### src/rtl/opto_pkg.sv
// Shared constants for the code-disc decoder and the downstream speed stage.
// FSM state encodings plus the default build-time sizes.
package opto_pkg;

    localparam logic [1:0] ST_IDLE   = 2'd0;
    localparam logic [1:0] ST_SYNC   = 2'd1;
    localparam logic [1:0] ST_LOCKED = 2'd2;

    localparam int OPTO_TOOTH_NUM   = 100;
    localparam int OPTO_TIMEOUT_CLK = 2000000;
    localparam int OPTO_PERIOD_W    = 24;
    localparam int OPTO_IDX_W       = 8;

endpackage

### src/rtl/opto_period_meter.sv
// Rising-edge detect, saturating tooth-period counter, period/prev latches,
// stop timeout and the 1.5x missing-tooth (zero mark) comparison.
module opto_period_meter
    import opto_pkg::*;
#(
    parameter int PERIOD_W    = OPTO_PERIOD_W,
    parameter int TIMEOUT_CLK = OPTO_TIMEOUT_CLK
) (
    input  logic                i_clk,
    input  logic                i_rst_n,
    input  logic                i_opto_signal,
    input  logic                i_armed,
    output logic                o_edge,
    output logic                o_zero_hit,
    output logic                o_timeout,
    output logic [PERIOD_W-1:0] o_period,
    output logic                o_period_vld
);

    logic                sig_d1_q;
    logic [PERIOD_W-1:0] cnt_q, cnt_d, cnt_inc;
    logic [PERIOD_W-1:0] period_q, period_d;
    logic [PERIOD_W-1:0] prev_q, prev_d;
    logic                vld_q, vld_d;
    logic [1:0]          done_q, done_d;
    logic [PERIOD_W:0]   cur_ext, thresh;

    assign o_edge    = i_opto_signal & ~sig_d1_q;
    assign cnt_inc   = (&cnt_q) ? cnt_q : cnt_q + PERIOD_W'(1);
    // One extra bit so prev + prev/2 and the current period never wrap.
    assign cur_ext    = {1'b0, cnt_q} + (PERIOD_W+1)'(1);
    assign thresh     = {1'b0, prev_q} + {2'b00, prev_q[PERIOD_W-1:1]};
    assign o_zero_hit = o_edge & done_q[1] & (cur_ext >= thresh);
    assign o_timeout  = ~o_edge & (cnt_q == PERIOD_W'(TIMEOUT_CLK - 1));

    always_comb begin
        // NOTE: every next-state signal is defaulted first so no path infers a latch.
        cnt_d    = cnt_inc;
        period_d = period_q;
        prev_d   = prev_q;
        vld_d    = 1'b0;
        done_d   = done_q;
        if (o_edge) begin
            cnt_d = '0;
            if (i_armed) begin
                period_d = cnt_inc;
                prev_d   = period_q;
                vld_d    = 1'b1;
                if (!done_q[1]) done_d = done_q + 2'd1;
            end else begin
                done_d = '0;
            end
        end else if (o_timeout) begin
            done_d = '0;
        end
    end

    always_ff @(posedge i_clk or negedge i_rst_n) begin
        // NOTE: non-blocking assignments so every flop samples pre-edge values.
        if (!i_rst_n) begin
            sig_d1_q <= 1'b0;
            cnt_q    <= '0;
            period_q <= '0;
            prev_q   <= '0;
            vld_q    <= 1'b0;
            done_q   <= '0;
        end else begin
            sig_d1_q <= i_opto_signal;
            cnt_q    <= cnt_d;
            period_q <= period_d;
            prev_q   <= prev_d;
            vld_q    <= vld_d;
            done_q   <= done_d;
        end
    end

    assign o_period     = period_q;
    assign o_period_vld = vld_q;

endmodule

### src/rtl/opto_code_disc_decoder.sv
// Code-disc decoder: zero-mark lock FSM, tooth index, strobes and stop status.
// Optional tooth-count check enabled by defining OPTO_TOOTH_CHECK_EN.
module opto_code_disc_decoder
    import opto_pkg::*;
#(
    parameter int TOOTH_NUM   = OPTO_TOOTH_NUM,
    parameter int PERIOD_W    = OPTO_PERIOD_W,
    parameter int TIMEOUT_CLK = OPTO_TIMEOUT_CLK,
    parameter int IDX_W       = OPTO_IDX_W
) (
    input  logic                i_clk,
    input  logic                i_rst_n,
    input  logic                i_opto_signal,
    output logic                o_tooth_pulse,
    output logic                o_zero_pulse,
    output logic [IDX_W-1:0]    o_tooth_idx,
    output logic [PERIOD_W-1:0] o_period,
    output logic                o_period_vld,
    output logic                o_locked,
    output logic                o_motor_stop,
    output logic                o_tooth_err
);

    localparam logic [IDX_W-1:0] LAST_IDX = IDX_W'(TOOTH_NUM - 1);

    logic             edge_det, zero_hit, timeout;
    logic [1:0]       state_q, state_d;
    logic [IDX_W-1:0] idx_q, idx_d;
    logic             tooth_pulse_q, tooth_pulse_d;
    logic             zero_pulse_q, zero_pulse_d;
    logic             locked_q, locked_d;
    logic             stop_q, stop_d;
`ifdef OPTO_TOOTH_CHECK_EN
    logic             err_q, err_d, count_err;
`endif

    opto_period_meter #(
        .PERIOD_W    (PERIOD_W),
        .TIMEOUT_CLK (TIMEOUT_CLK)
    ) u_meter (
        .i_clk         (i_clk),
        .i_rst_n       (i_rst_n),
        .i_opto_signal (i_opto_signal),
        .i_armed       (state_q != ST_IDLE),
        .o_edge        (edge_det),
        .o_zero_hit    (zero_hit),
        .o_timeout     (timeout),
        .o_period      (o_period),
        .o_period_vld  (o_period_vld)
    );

    always_comb begin
        state_d       = state_q;
        idx_d         = idx_q;
        locked_d      = locked_q;
        stop_d        = stop_q;
        tooth_pulse_d = 1'b0;
        zero_pulse_d  = 1'b0;
`ifdef OPTO_TOOTH_CHECK_EN
        err_d     = err_q;
        count_err = 1'b0;
`endif
        case (state_q)
            ST_IDLE: begin
                if (edge_det) begin
                    state_d = ST_SYNC;
                    stop_d  = 1'b0;
                end
            end
            ST_SYNC: begin
                if (zero_hit) begin
                    state_d       = ST_LOCKED;
                    idx_d         = '0;
                    zero_pulse_d  = 1'b1;
                    tooth_pulse_d = 1'b1;
                    locked_d      = 1'b1;
                end
            end
            ST_LOCKED: begin
                if (edge_det) begin
                    tooth_pulse_d = 1'b1;
                    if (zero_hit) begin
                        idx_d        = '0;
                        zero_pulse_d = 1'b1;
`ifdef OPTO_TOOTH_CHECK_EN
                        count_err    = (idx_q != LAST_IDX);
`endif
                    end else begin
                        idx_d = (idx_q == LAST_IDX) ? '0 : idx_q + IDX_W'(1);
`ifdef OPTO_TOOTH_CHECK_EN
                        count_err = (idx_q == LAST_IDX);
`endif
                    end
                end
            end
            default: state_d = ST_IDLE;
        endcase
`ifdef OPTO_TOOTH_CHECK_EN
        // Premature or missed zero: drop lock and hunt for the next gap.
        if (count_err) begin
            err_d    = 1'b1;
            state_d  = ST_SYNC;
            locked_d = 1'b0;
        end
`endif
        if (timeout) begin
            state_d  = ST_IDLE;
            locked_d = 1'b0;
            stop_d   = 1'b1;
        end
    end

    always_ff @(posedge i_clk or negedge i_rst_n) begin
        if (!i_rst_n) begin
            state_q       <= ST_IDLE;
            idx_q         <= '0;
            tooth_pulse_q <= 1'b0;
            zero_pulse_q  <= 1'b0;
            locked_q      <= 1'b0;
            stop_q        <= 1'b1;
        end else begin
            state_q       <= state_d;
            idx_q         <= idx_d;
            tooth_pulse_q <= tooth_pulse_d;
            zero_pulse_q  <= zero_pulse_d;
            locked_q      <= locked_d;
            stop_q        <= stop_d;
        end
    end

`ifdef OPTO_TOOTH_CHECK_EN
    always_ff @(posedge i_clk or negedge i_rst_n) begin
        if (!i_rst_n) err_q <= 1'b0;
        else          err_q <= err_d;
    end
    assign o_tooth_err = err_q;
`else
    assign o_tooth_err = 1'b0;
`endif

    assign o_tooth_pulse = tooth_pulse_q;
    assign o_zero_pulse  = zero_pulse_q;
    assign o_tooth_idx   = idx_q;
    assign o_locked      = locked_q;
    assign o_motor_stop  = stop_q;

endmodule

### config.mk
export PLATFORM = sky130hd
export DESIGN_NAME = opto_code_disc_decoder
export DESIGN_NICKNAME = d
export VERILOG_FILES = /design/src/rtl/opto_pkg.sv /design/src/rtl/opto_period_meter.sv /design/src/rtl/opto_code_disc_decoder.sv
export SDC_FILE = /design/constraint.sdc
export NUM_CORES = 1
export LEC_CHECK = 0
export CAP_MARGIN = 20
export CORE_UTILIZATION = 50
export CTS_BUF_LIST = sky130_fd_sc_hd__clkbuf_8 sky130_fd_sc_hd__clkbuf_16
export CTS_CLUSTER_SIZE = 25
export DETAILED_ROUTE_END_ITERATION = 7
export PLACE_DENSITY = 0.68
export REMOVE_ABC_BUFFERS = 1
export SETUP_SLACK_MARGIN = 0.3
export SLEW_MARGIN = 20
export SYNTH_ARGS = -nofsm -noshare
export SYNTH_HDL_FRONTEND = slang
export SYNTH_HIERARCHICAL = 1
export SYNTH_SLANG_ARGS = --single-unit
### constraint.sdc
create_clock -name i_clk -period 6.4 [get_ports i_clk]
set_clock_uncertainty 0.2 [all_clocks]
set_input_delay 1.28 -clock i_clk [delete_from_list [all_inputs] [get_ports i_clk]]
set_output_delay 1.28 -clock i_clk [all_outputs]
set_load 0.05 [all_outputs]
==> out/metrics.yaml <==
status: "finished clean"
drtIter0Drc: 263
yosys-top-cells-area: "dfrtp_1 39%, ha_1 12%, nand2_1 7.2%"
critPathKind: "reg -> reg"
cp_common_cell: "a21oi_1"
clkPwrFrac: 0.296
netlist_area_mm2: 0.00576
grt_max_degree: 69
synth-edff-count: 0
cts_setup_buffers: 0
sw_frac_of_total: 0.377
synthAdderAreaFrac: 0.123
postCtsHoldBufs: 0
ff2ff_setup_slack_ns: 0.85
root_buffer: "clkbuf_16"
synthMuxAreaShare: 0.0104
place_congestion: 0.861
drv_cap: 0
synthSimpleGateAreaFrac: 0.222
cpPeakStageDelay_ns: 0.66
drive_gt1_frac: 0.0628
min_period_over_period: 0.867
path_clk_slew_ns: 0.07
antenna_found_initial: 0
syn_inst: 648
area_growth_pct: 14.9
ys_seq_area_frac: 0.391
hold_viol: 0
cp_num_buf_inv: 1
grt_overflow: 0
die_width_um: 109
cts_buffer_depth: 2
drc: 0
dr.pass1.iters: 4
cts_resized: 0
relSlewSlack: 0.450
path_max_fanout: 7
rsz0062_at_grt: "no"
postRouteWirelength_um: 12900
timing.setup.tns_ns: 0
vias: 4680
synth_cell_types: 70
p_int_mw: 1.40
slew_violations: 0
core_area_mm2: 0.0110
ant_nets: 0
syn_avg_cell_area_um2: 8.89
synth_xor_area_frac: 0.0715
cts_buffers: 9
synth_ff_type: "dfrtp_1"
seqPwrFrac: 0.321
p_per_area_mw_per_mm2: 340
die-area_mm2: 0.0120
rows: 38
synth-seq-cells: 90
setup-violations-final: 0
yosys.area.top_type: "dfrtp_1"
crit_arrival_ns: 5.63
grt_pass1_wl_um: 22000
fin_util: 0.600
cp_top_family: "compound AO/OA/AOI/OAI gates"
viasPerCell: 5.67
cts.sinks: 90
peakVddDrop_uv: 226
clock.fmax_ghz: 0.180
worst_pin_slew_ns: 0.820
end_kind: "flip-flop"
wl_per_cell_um: 15.7
synth_compound_area_frac: 0.145
critPathRequiredTime_ns: 6.48
cp_cell_sequence: "ha_1, inv_1, fa_1, nor2b_1, o2111ai_1, a21oi_1, o21ai_2, a21oi_1, nor4_1, a2111oi_0, ha_1, a21o_1, a21o_1, a21oi_1, nand4_1, a211oi_1, a211oi_1, nor2b_1, or2_1, or4_4, a21oi_2"
numPortBuffers: 39
leakage_nw: 3.22
worst_skew_pair.late_latency_ns: 0.35
synth_top_family_by_area: "simple AND/OR/NAND/NOR gates"
n_antenna_cell: 0
ios: 41
cts_htree_levels: 3
grt_pass1_vias: 4620
dp.final_hpwl_um: 9360
hold_class: "reg -> reg"
nets: 739
switchingPower_mw: 0.848
async_flop_share: 1.00
initial_core_util: 0.522
yosysWarnings: 6
cp_slowest_cell: "a211oi_1"
crit_path_start_kind: "flip-flop"
finalWorstPathRequiredPeriod_ns: 5.55
die_y_um: 109
track_usage: 0.240
power_frac_comb: 0.383
cts_tree: "yes"
synth_top_cell_area_share: 0.387
## power groups by stage
stage | registers (mW) | logic (mW) | clock network (mW)
2_1_floorplan | 0.788 | 0.555 | 0
3_3_place_gp | 0.730 | 0.821 | 0
3_5_place_dp | 0.733 | 0.852 | 0
4_1_cts | 0.723 | 0.861 | 0.676
5_1_grt | 0.734 | 0.976 | 0.700
6_report | 0.722 | 0.862 | 0.665
## per-stage QoR
stage	area [µm²]	setup slack (ns)	std cells	hold slack (ns)	power [mW]
6_report	6620	0.852	825	0.291	2.25
5_1_grt	6620	0.410	825	0.313	2.41
4_1_cts	6620	0.913	825	0.297	2.26
3_5_place_dp	6240	0.966	809	0.278	1.58
3_3_place_gp	6240	1.13	809	0.270	1.55
2_1_floorplan	5650	1.55	626	0.254	1.34
## path summary, 6_finish.rpt
path                                       from                 end  cells past startpoint
setup / recovery              u_meter/prev_q[1]      o_tooth_idx[7]                     21
hold / removal             u_meter/o_period[13]  u_meter/prev_q[13]                      2
setup reg to reg              u_meter/prev_q[1]      o_tooth_idx[7]                     21
hold reg to reg            u_meter/o_period[13]  u_meter/prev_q[13]                      2
max in group asynchronous               i_rst_n    u_meter/cnt_q[6]                      2
min in group asynchronous               i_rst_n   u_meter/cnt_q[11]                      1
## kinds of logic (layout without fill, tap and decap cells)
kind of cell,after synthesis,after routing
compound gates,137,137
xor+xnor,47,47
fa+ha+maj,56,56
buf+inv,46,83
flops,90,90
mux,6,6
other cells,1,1
simple gates,265,265
## sequential cells by signal (all words and copies together), names as in the netlist, 2 cells and up
register          flops
u_meter/prev_q       24
o_tooth_idx           8
u_meter/done_q        2
u_meter/cnt_q        24
state_q               2
u_meter/o_period     24
## layer usage
| layer | share of wire | vias to the layer above | global-route usage |
|---|---|---|---|
| met5 | 0 | - | 0 |
| met4 | 0.017 | 0 | 0.0724 |
| met3 | 0.043 | 22 | 0.0557 |
| met2 | 0.46 | 115 | 0.379 |
| met1 | 0.48 | 2223 | 0.329 |
| li1 | - | 2320 | - |
## Yosys cell counts (all sizes together) (2+ instances only)
library cell  count
a211oi            6
xnor2            32
a31oi             5
nand4            17
nor3b             2
nor2b             8
a21oi            41
xor2             15
nor4              3
o31ai             3
nor4b             4
and4              3
nand3            17
o21bai            3
buf               7
and2              5
or2               3
nand2b            2
a21o             21
and3              3
clkbuf           15
dfrtp            89
o211ai            3
o21a              3
nor2             64
inv              23
o21ai            42
or3               3
nand2           111
nor3             14
mux2i             6
ha               55
## worst reg2reg max path, cell delays in order, from the launching register on
cell       delay [ns]
dfrtp_1          0.38
ha_1             0.20
inv_1            0.06
fa_1             0.40
nor2b_1          0.16
o2111ai_1        0.17
a21oi_1          0.37
o21ai_2          0.16
a21oi_1          0.25
nor4_1           0.07
a2111oi_0        0.41
ha_1             0.20
a21o_1           0.10
a21o_1           0.10
a21oi_1          0.08
nand4_1          0.10
a211oi_1         0.05
a211oi_1         0.66
nor2b_1          0.28
or2_1            0.37
or4_4            0.54
a21oi_2          0.15
## layout by cell type, fill, tap and decap left out, types with 3 or more instances in the layout
cell type / n
nand3_1: 16
nor4b_1: 4
a31oi_1: 5
o21ai_1: 3
and2_2: 3
o21a_1: 3
nand2_1: 110
a211oi_1: 6
bufinv_16: 4
o21ai_0: 38
inv_1: 22
inv_6: 3
o211ai_1: 3
o31ai_1: 3
nor2_1: 64
nor4_1: 3
nor3_1: 12
nand4_1: 16
dfrtp_1: 89
xor2_1: 15
clkdlybuf4s50_1: 38
mux2i_1: 6
o21bai_1: 3
a21oi_1: 40
nor2b_1: 7
ha_1: 55
buf_4: 5
clkbuf_16: 9
or3_1: 3
xnor2_1: 32
a21o_1: 20
## area by class of cell
| type | count | area (µm²) |
|---|---|---|
| Multi-Input combinational cell | 512 | 3310 |
| Timing Repair Buffer | 43 | 418 |
| Sequential cell | 90 | 2250 |
| Inverter | 24 | 90.1 |
| Fill cell | 983 | 4410 |
| Clock inverter | 7 | 146 |
| Tap cell | 140 | 175 |
| Clock buffer | 9 | 225 |
Note: power is estimated with default switching activity, not from simulation.
